**src/rtl/pipe_hazard_ctrl.sv**
```systemverilog
// Stall/flush controller for a 5-stage MIPS pipeline: load-use, branch/jump flush, memory wait, reset flush, timeout lockout.
// Optional performance counters are compiled in with `define PIPE_HAZ_PERF_EN.
module pipe_hazard_ctrl #(
  parameter int RST_FLUSH_CYCLES = 2,
  parameter int MEM_TIMEOUT      = 64,
  parameter int CNT_W            = 32
) (
  input  logic             clk,
  input  logic             rst,
  input  logic [4:0]       id_rd_addr_a,
  input  logic [4:0]       id_rd_addr_b,
  input  logic             id_use_a,
  input  logic             id_use_b,
  input  logic             id_jump,
  input  logic             ex_mem_rd,
  input  logic [4:0]       ex_wr_addr,
  input  logic             ex_branch,
  input  logic             mem_rd_req,
  input  logic             mem_wr_req,
  input  logic             mem_ready,
`ifdef PIPE_HAZ_PERF_EN
  output logic [CNT_W-1:0] perf_load_stall,
  output logic [CNT_W-1:0] perf_mem_stall,
  output logic [CNT_W-1:0] perf_flush,
`endif
  output logic             pc_stall,
  output logic             if_stall,
  output logic             if_clear,
  output logic             id_stall,
  output logic             id_clear,
  output logic             ex_stall,
  output logic             ex_clear,
  output logic             mem_stall,
  output logic             mem_clear,
  output logic             mem_err
);

  // Wide enough to reach MEM_TIMEOUT and still have headroom to saturate.
  localparam int                WAIT_W     = $clog2(MEM_TIMEOUT + 2);
  localparam logic [3:0]        FLUSH_LAST = 4'(RST_FLUSH_CYCLES - 1);
  localparam logic [WAIT_W-1:0] WAIT_LIMIT = WAIT_W'(MEM_TIMEOUT);
  localparam logic [WAIT_W-1:0] WAIT_MAX   = {WAIT_W{1'b1}};

  typedef enum logic [1:0] {
    S_FLUSH    = 2'd0,
    S_RUN      = 2'd1,
    S_MEM_WAIT = 2'd2,
    S_ERR      = 2'd3
  } state_t;

  state_t            state, state_nxt;
  logic [3:0]        flush_cnt, flush_cnt_nxt;
  logic [WAIT_W-1:0] wait_cnt, wait_cnt_nxt;
  logic              mem_busy;
  logic              load_use;

  assign mem_busy = (mem_rd_req | mem_wr_req) & ~mem_ready;
  assign load_use = ex_mem_rd & (ex_wr_addr != 5'd0) &
                    ((id_use_a & (id_rd_addr_a == ex_wr_addr)) |
                     (id_use_b & (id_rd_addr_b == ex_wr_addr)));

  // State, flush counter and wait counter registers.
  always_ff @(posedge clk) begin
    if (rst) begin
      state     <= S_FLUSH;
      flush_cnt <= 4'd0;
      wait_cnt  <= '0;
    end else begin
      state     <= state_nxt;
      flush_cnt <= flush_cnt_nxt;
      wait_cnt  <= wait_cnt_nxt;
    end
  end

  // Next-state logic and combinational stall/clear strobes.
  always_comb begin
    state_nxt     = state;
    flush_cnt_nxt = flush_cnt;
    wait_cnt_nxt  = wait_cnt;
    pc_stall  = 1'b0;
    if_stall  = 1'b0;
    if_clear  = 1'b0;
    id_stall  = 1'b0;
    id_clear  = 1'b0;
    ex_stall  = 1'b0;
    ex_clear  = 1'b0;
    mem_stall = 1'b0;
    mem_clear = 1'b0;
    mem_err   = 1'b0;
    case (state)
      S_FLUSH: begin
        pc_stall  = 1'b1;
        if_clear  = 1'b1;
        id_clear  = 1'b1;
        ex_clear  = 1'b1;
        mem_clear = 1'b1;
        if (flush_cnt == FLUSH_LAST) begin
          state_nxt     = S_RUN;
          flush_cnt_nxt = 4'd0;
        end else begin
          flush_cnt_nxt = flush_cnt + 4'd1;
        end
      end
      S_RUN, S_MEM_WAIT: begin
        if (mem_busy) begin
          pc_stall  = 1'b1;
          if_stall  = 1'b1;
          id_stall  = 1'b1;
          ex_stall  = 1'b1;
          mem_clear = 1'b1;
        end else if (ex_branch) begin
          if_clear = 1'b1;
          id_clear = 1'b1;
        end else if (load_use) begin
          pc_stall = 1'b1;
          if_stall = 1'b1;
          id_clear = 1'b1;
        end else if (id_jump) begin
          if_clear = 1'b1;
        end else begin
          pc_stall = 1'b0;
        end
        if (state == S_RUN) begin
          if (mem_busy) begin
            state_nxt    = S_MEM_WAIT;
            wait_cnt_nxt = WAIT_W'(1);
          end else begin
            wait_cnt_nxt = '0;
          end
        end else if (!mem_busy) begin
          state_nxt    = S_RUN;
          wait_cnt_nxt = '0;
        end else if ((MEM_TIMEOUT != 0) && (wait_cnt == WAIT_LIMIT)) begin
          state_nxt = S_ERR;
        end else if (wait_cnt != WAIT_MAX) begin
          wait_cnt_nxt = wait_cnt + WAIT_W'(1);
        end else begin
          wait_cnt_nxt = wait_cnt;
        end
      end
      S_ERR: begin
        pc_stall  = 1'b1;
        if_stall  = 1'b1;
        id_stall  = 1'b1;
        ex_stall  = 1'b1;
        mem_stall = 1'b1;
        mem_err   = 1'b1;
      end
      default: begin
        state_nxt = S_FLUSH;
      end
    endcase
    // Reset behaves like a flush immediately, even before the state register resets.
    if (rst) begin
      pc_stall  = 1'b1;
      if_stall  = 1'b0;
      if_clear  = 1'b1;
      id_stall  = 1'b0;
      id_clear  = 1'b1;
      ex_stall  = 1'b0;
      ex_clear  = 1'b1;
      mem_stall = 1'b0;
      mem_clear = 1'b1;
      mem_err   = 1'b0;
    end else begin
      mem_err = mem_err;
    end
  end

`ifdef PIPE_HAZ_PERF_EN
  logic active, sel_load, sel_flush;
  localparam logic [CNT_W-1:0] CNT_MAX = {CNT_W{1'b1}};

  assign active    = ((state == S_RUN) || (state == S_MEM_WAIT)) & ~rst;
  assign sel_load  = active & ~mem_busy & ~ex_branch & load_use;
  assign sel_flush = active & ~mem_busy & (ex_branch | (~load_use & id_jump));

  // Saturating event counters, frozen while flushing or locked out.
  always_ff @(posedge clk) begin
    if (rst) begin
      perf_load_stall <= '0;
      perf_mem_stall  <= '0;
      perf_flush      <= '0;
    end else begin
      if (sel_load && (perf_load_stall != CNT_MAX))
        perf_load_stall <= perf_load_stall + CNT_W'(1);
      if (active && mem_busy && (perf_mem_stall != CNT_MAX))
        perf_mem_stall <= perf_mem_stall + CNT_W'(1);
      if (sel_flush && (perf_flush != CNT_MAX))
        perf_flush <= perf_flush + CNT_W'(1);
    end
  end
`endif

endmodule
```
**config.mk**
```make
export PLATFORM = sky130hd
export DESIGN_NAME = pipe_hazard_ctrl
export DESIGN_NICKNAME = d
export VERILOG_FILES = /design/src/rtl/pipe_hazard_ctrl.sv
export SDC_FILE = /design/constraint.sdc
export NUM_CORES = 1
export LEC_CHECK = 0
export ABC_AREA = 1
export BUFFER_PORTS_ARGS = -buffer_cell sky130_fd_sc_hd__buf_2
export CAP_MARGIN = 20
export CORE_MARGIN = 2
export CORE_UTILIZATION = 50
export CTS_CLUSTER_DIAMETER = 80
export DETAILED_ROUTE_END_ITERATION = 8
export PLACE_DENSITY = 0.79
export REMOVE_ABC_BUFFERS = 1
export SETUP_SLACK_MARGIN = 0.2
export SLEW_MARGIN = 20
export SYNTH_ARGS = -nofsm -noshare
export SYNTH_HDL_FRONTEND = slang
export SYNTH_SLANG_ARGS = --single-unit
```
**constraint.sdc**
```tcl
create_clock -name clk -period 2.45 [get_ports clk]
set_input_delay 0.6125 -clock clk [delete_from_list [all_inputs] [get_ports clk]]
set_output_delay 0.6125 -clock clk [all_outputs]
set_load 0.01 [all_outputs]
```
==> flow_summary.yaml <==
synth:
  yosys-mux-area-fraction_pct: 0
  compound_gate_portion_of_the_synthesized_area_pct: 14.3
  yosysSeqAreaShare_pct: 23.6
  post_synth.cell_area_avg_um2: 5.87
  ys_warn_count: 0
  ys_ff_latch: 13
  synth_adder_area_share_pct: 7.94
  netlist_instances: 188
  yosys.area_share.xor_xnor_pct: 0
  post_synth_and_or_nand_nor_area_fraction_pct: 38.8
  netlist_area_mm2: 0.00110
  synth_top_family_by_area: "simple AND/OR/NAND/NOR gates"
  unique_masters_post_synth: 24
cts:
  clk_latency_ps: 280
  clock_path_buffers: 2
  tritoncts_clock_tree: "done"
  clk_pin_slew_worst_paths_ps: 80
  ctsHoldBuffers: 0
  htreeDepth: 1
  clk_sinks: 13
  cts_root_buf: "clkbuf_4"
  cts_made_buffers: 3
global_routing:
  grt_remaining_overflow: 0
  grt_max_degree: 9
  grt_first_pass_wirelength_mm: 4.30
  grt_pass1_vias: 1061
  grt_antenna_before_repair: 0
  globalRouteTotalUtil_pct: 21.5
drt:
  route.detailed.vias_per_inst: 4.88
  drt_drc_violations_left: 0
  wl_per_cell_um: 11.5
  drt-total-wl_mm: 2.96
  routed-via-count: 1253
  dr.pass1.iters: 4
  final_antenna_net_count: 0
  drt_iter0_drc: 8
power:
  comb_power_share_pct: 56.2
  power_switching_uw: 372
  total_leakage_power_nw: 0.738
  p_seq_share_pct: 28.5
  power.density_mw_per_mm2: 574
  portion_of_total_power_attributed_to_the_clock_network_pct: 15.2
  p_int_uw: 510
  power.switching_fraction_pct: 42.2
  vdd_drop_max_v: 0.000536
  total_power_uw: 882
floorplan:
  pin_count: 35
  dieArea_mm2: 0.00260
  die-height_um: 51.0
  core_region_area_mm2: 0.00215
  die_w_um: 51.0
  row_count: 17
  start_util_pct: 51.4
finish:
  seq_area_um2: 268
  fin_nets: 262
  postLayoutCoreUtil_pct: 71.5
  footprint_of_the_multi_input_gates_um2: 744
  share_of_post_route_cells_with_drive_strength_above_1_pct: 40.6
  n_fill_cell: 166
  postLayoutCellArea_mm2: 0.00154
  syn_to_final_growth_pct: 39.1
  diodes: 0
setup_path:
  critical_path_class: "in2out"
  worstSetupEndpointType: "output pin"
  cp_cell_sequence: "buf_8 -> inv_2 -> nand2_1 -> nand2_1 -> nor2_1 -> nand3_1 -> nand2_2 -> nand2_1 -> nand2_1 -> nand2_1 -> a21oi_2 -> buf_2"
  worstSetupStartpointType: "input port"
  worst-endpoint-required_ps: 1840
  cp_max_fo: 4
  crit_path_largest_cell_delay_ps: 140
  worstPathArrival_ps: 1620
  crit_path_top_delay_cell: "a21oi_2"
  critical_path_s_most_frequent_cell: "nand2_1"
timing:
  achievable-frequency_mhz: 447
  worst_clk_skew_ps: 5.55
  grt_setup_unrepaired: "yes"
  setup-tns-final_ps: 0
  report.final.slew_viol_count: 0
  relSlewSlack_pct: 77.9
  postLayoutSetupSlackWorst_ps: 213
  fin_crit_period_ps: 2240
  worst_pin_slew_ps: 331
  finalSetupViolCount: 0
  period_share_pct: 91.3
  hold_violations: 0
flow_run:
  max_capacitance_violation_count: 0
placed_design:
  routability_congestion_estimate: 0.844
  placed_area_mm2: 0.00130
  port_buffers: 34
  hpwlAfterDp_mm: 1.93
  preCtsSetupSlack_ps: 227
run_status:
  run_status: "completed"
worst_hold_path:
  hold_path_class: "reg2reg"
==> state kept, by name (all words and copies together) (netlist names) <==
name / count
wait_cnt: 7
flush_cnt: 4
state: 2
==> power groups by stage <==
stage | registers, mW | clock network [mW] | logic [mW]
after detailed placement | 0.256 | 0 | 0.357
after CTS | 0.253 | 0.141 | 0.414
after global routing | 0.252 | 0.151 | 0.539
final | 0.251 | 0.134 | 0.496
after floorplan | 0.252 | 0 | 0.256
after global placement | 0.255 | 0 | 0.360
==> synth_stat cells <==
cell      count  area, µm²
nand3b_1      2       15.0
nor4_1        1       6.26
o211ai_1      1       7.51
nand4_1       3       18.8
nand2_4       1       11.3
a21oi_2       4       35.0
o21ai_1       5       25.0
a21oi_1      11       55.1
buf_4         2       15.0
dfxtp_1      13        260
inv_1        32        120
inv_2         8       30.0
nor3_1        1       5.00
buf_2         1       5.00
nand2_2       2       12.5
nor2_2        4       25.0
o21a_1        1       7.51
o21bai_1      1       7.51
nand3_2       1       10.0
nand2_1      48        180
ha_1          7       87.6
nand3_1      10       50.1
o21ai_0       4       20.0
nor2_1       25       93.8
==> cell families after synthesis <==
logic type               after synthesis
buffers and inverters                 43
adder cells (fa/ha/maj)                7
flip-flops                            13
AND/OR/NAND/NOR                       98
AO/OA/AOI/OAI                         27
==> worst max-delay path, delay by kind of cell <==
| family | cells | cell delay (ps) |
|---|---|---|
| and+or+nand+nor | 8 | 600 |
| buffers and inverters | 3 | 260 |
| AOI/OAI and AO/OA | 1 | 140 |
==> stage by stage <==
step,instances,hold WS [ps]
floorplan,185,422
global placement,248,439
detailed placement,248,450
CTS,253,464
global route,257,500
finish,257,468
==> final timing paths <==
check | startpoint | to | slack [ps] | cells after the start
worst min register to register | flush_cnt[3] | flush_cnt[3] | 470 | 1
worst max-delay path | ex_wr_addr[0] | id_clear | 210 | 12
worst min-delay path | flush_cnt[3] | flush_cnt[3] | 470 | 1
worst max register to register | state[1] | state[0] | 940 | 8
==> routing by layer <==
layer / routed length [µm] / track usage, % / part of all wire [%]
met5: 0 / 0 / 0
met2: 1390 / 32.9 / 47
met3: 147 / 5.85 / 5.0
met4: 23 / 5.86 / 0.78
met1: 1400 / 29.7 / 47
==> timing repair <==
action	CTS	global route
endpoints found under the hold margin	0	0
resized for setup	8	49
setup endpoints to repair	6	3
pin swaps	1	20
buffers inserted	1	4
==> layout by cell type, fill, tap and decap left out, types with 8 or more instances in the layout <==
| cell | synthesis | routed |
|---|---|---|
| buf_2 | 1 | 22 |
| nand2_2 | 2 | 13 |
| a21oi_1 | 11 | 8 |
| buf_6 | 0 | 10 |
| inv_2 | 8 | 12 |
| dfxtp_1 | 13 | 11 |
| nor2_1 | 25 | 23 |
| nand3_1 | 10 | 9 |
| nand2_1 | 48 | 37 |
| inv_1 | 32 | 23 |
==> layout make-up <==
class | count | area share, %
inverter | 40 | 10.6
timing repair buffer | 40 | 19.4
tap | 28 | 2.28
clock inverter | 1 | 0.326
multi-input combinational | 132 | 48.5
sequential | 13 | 17.4
clock buffer | 3 | 1.47
(Power assumes the default switching activity.)
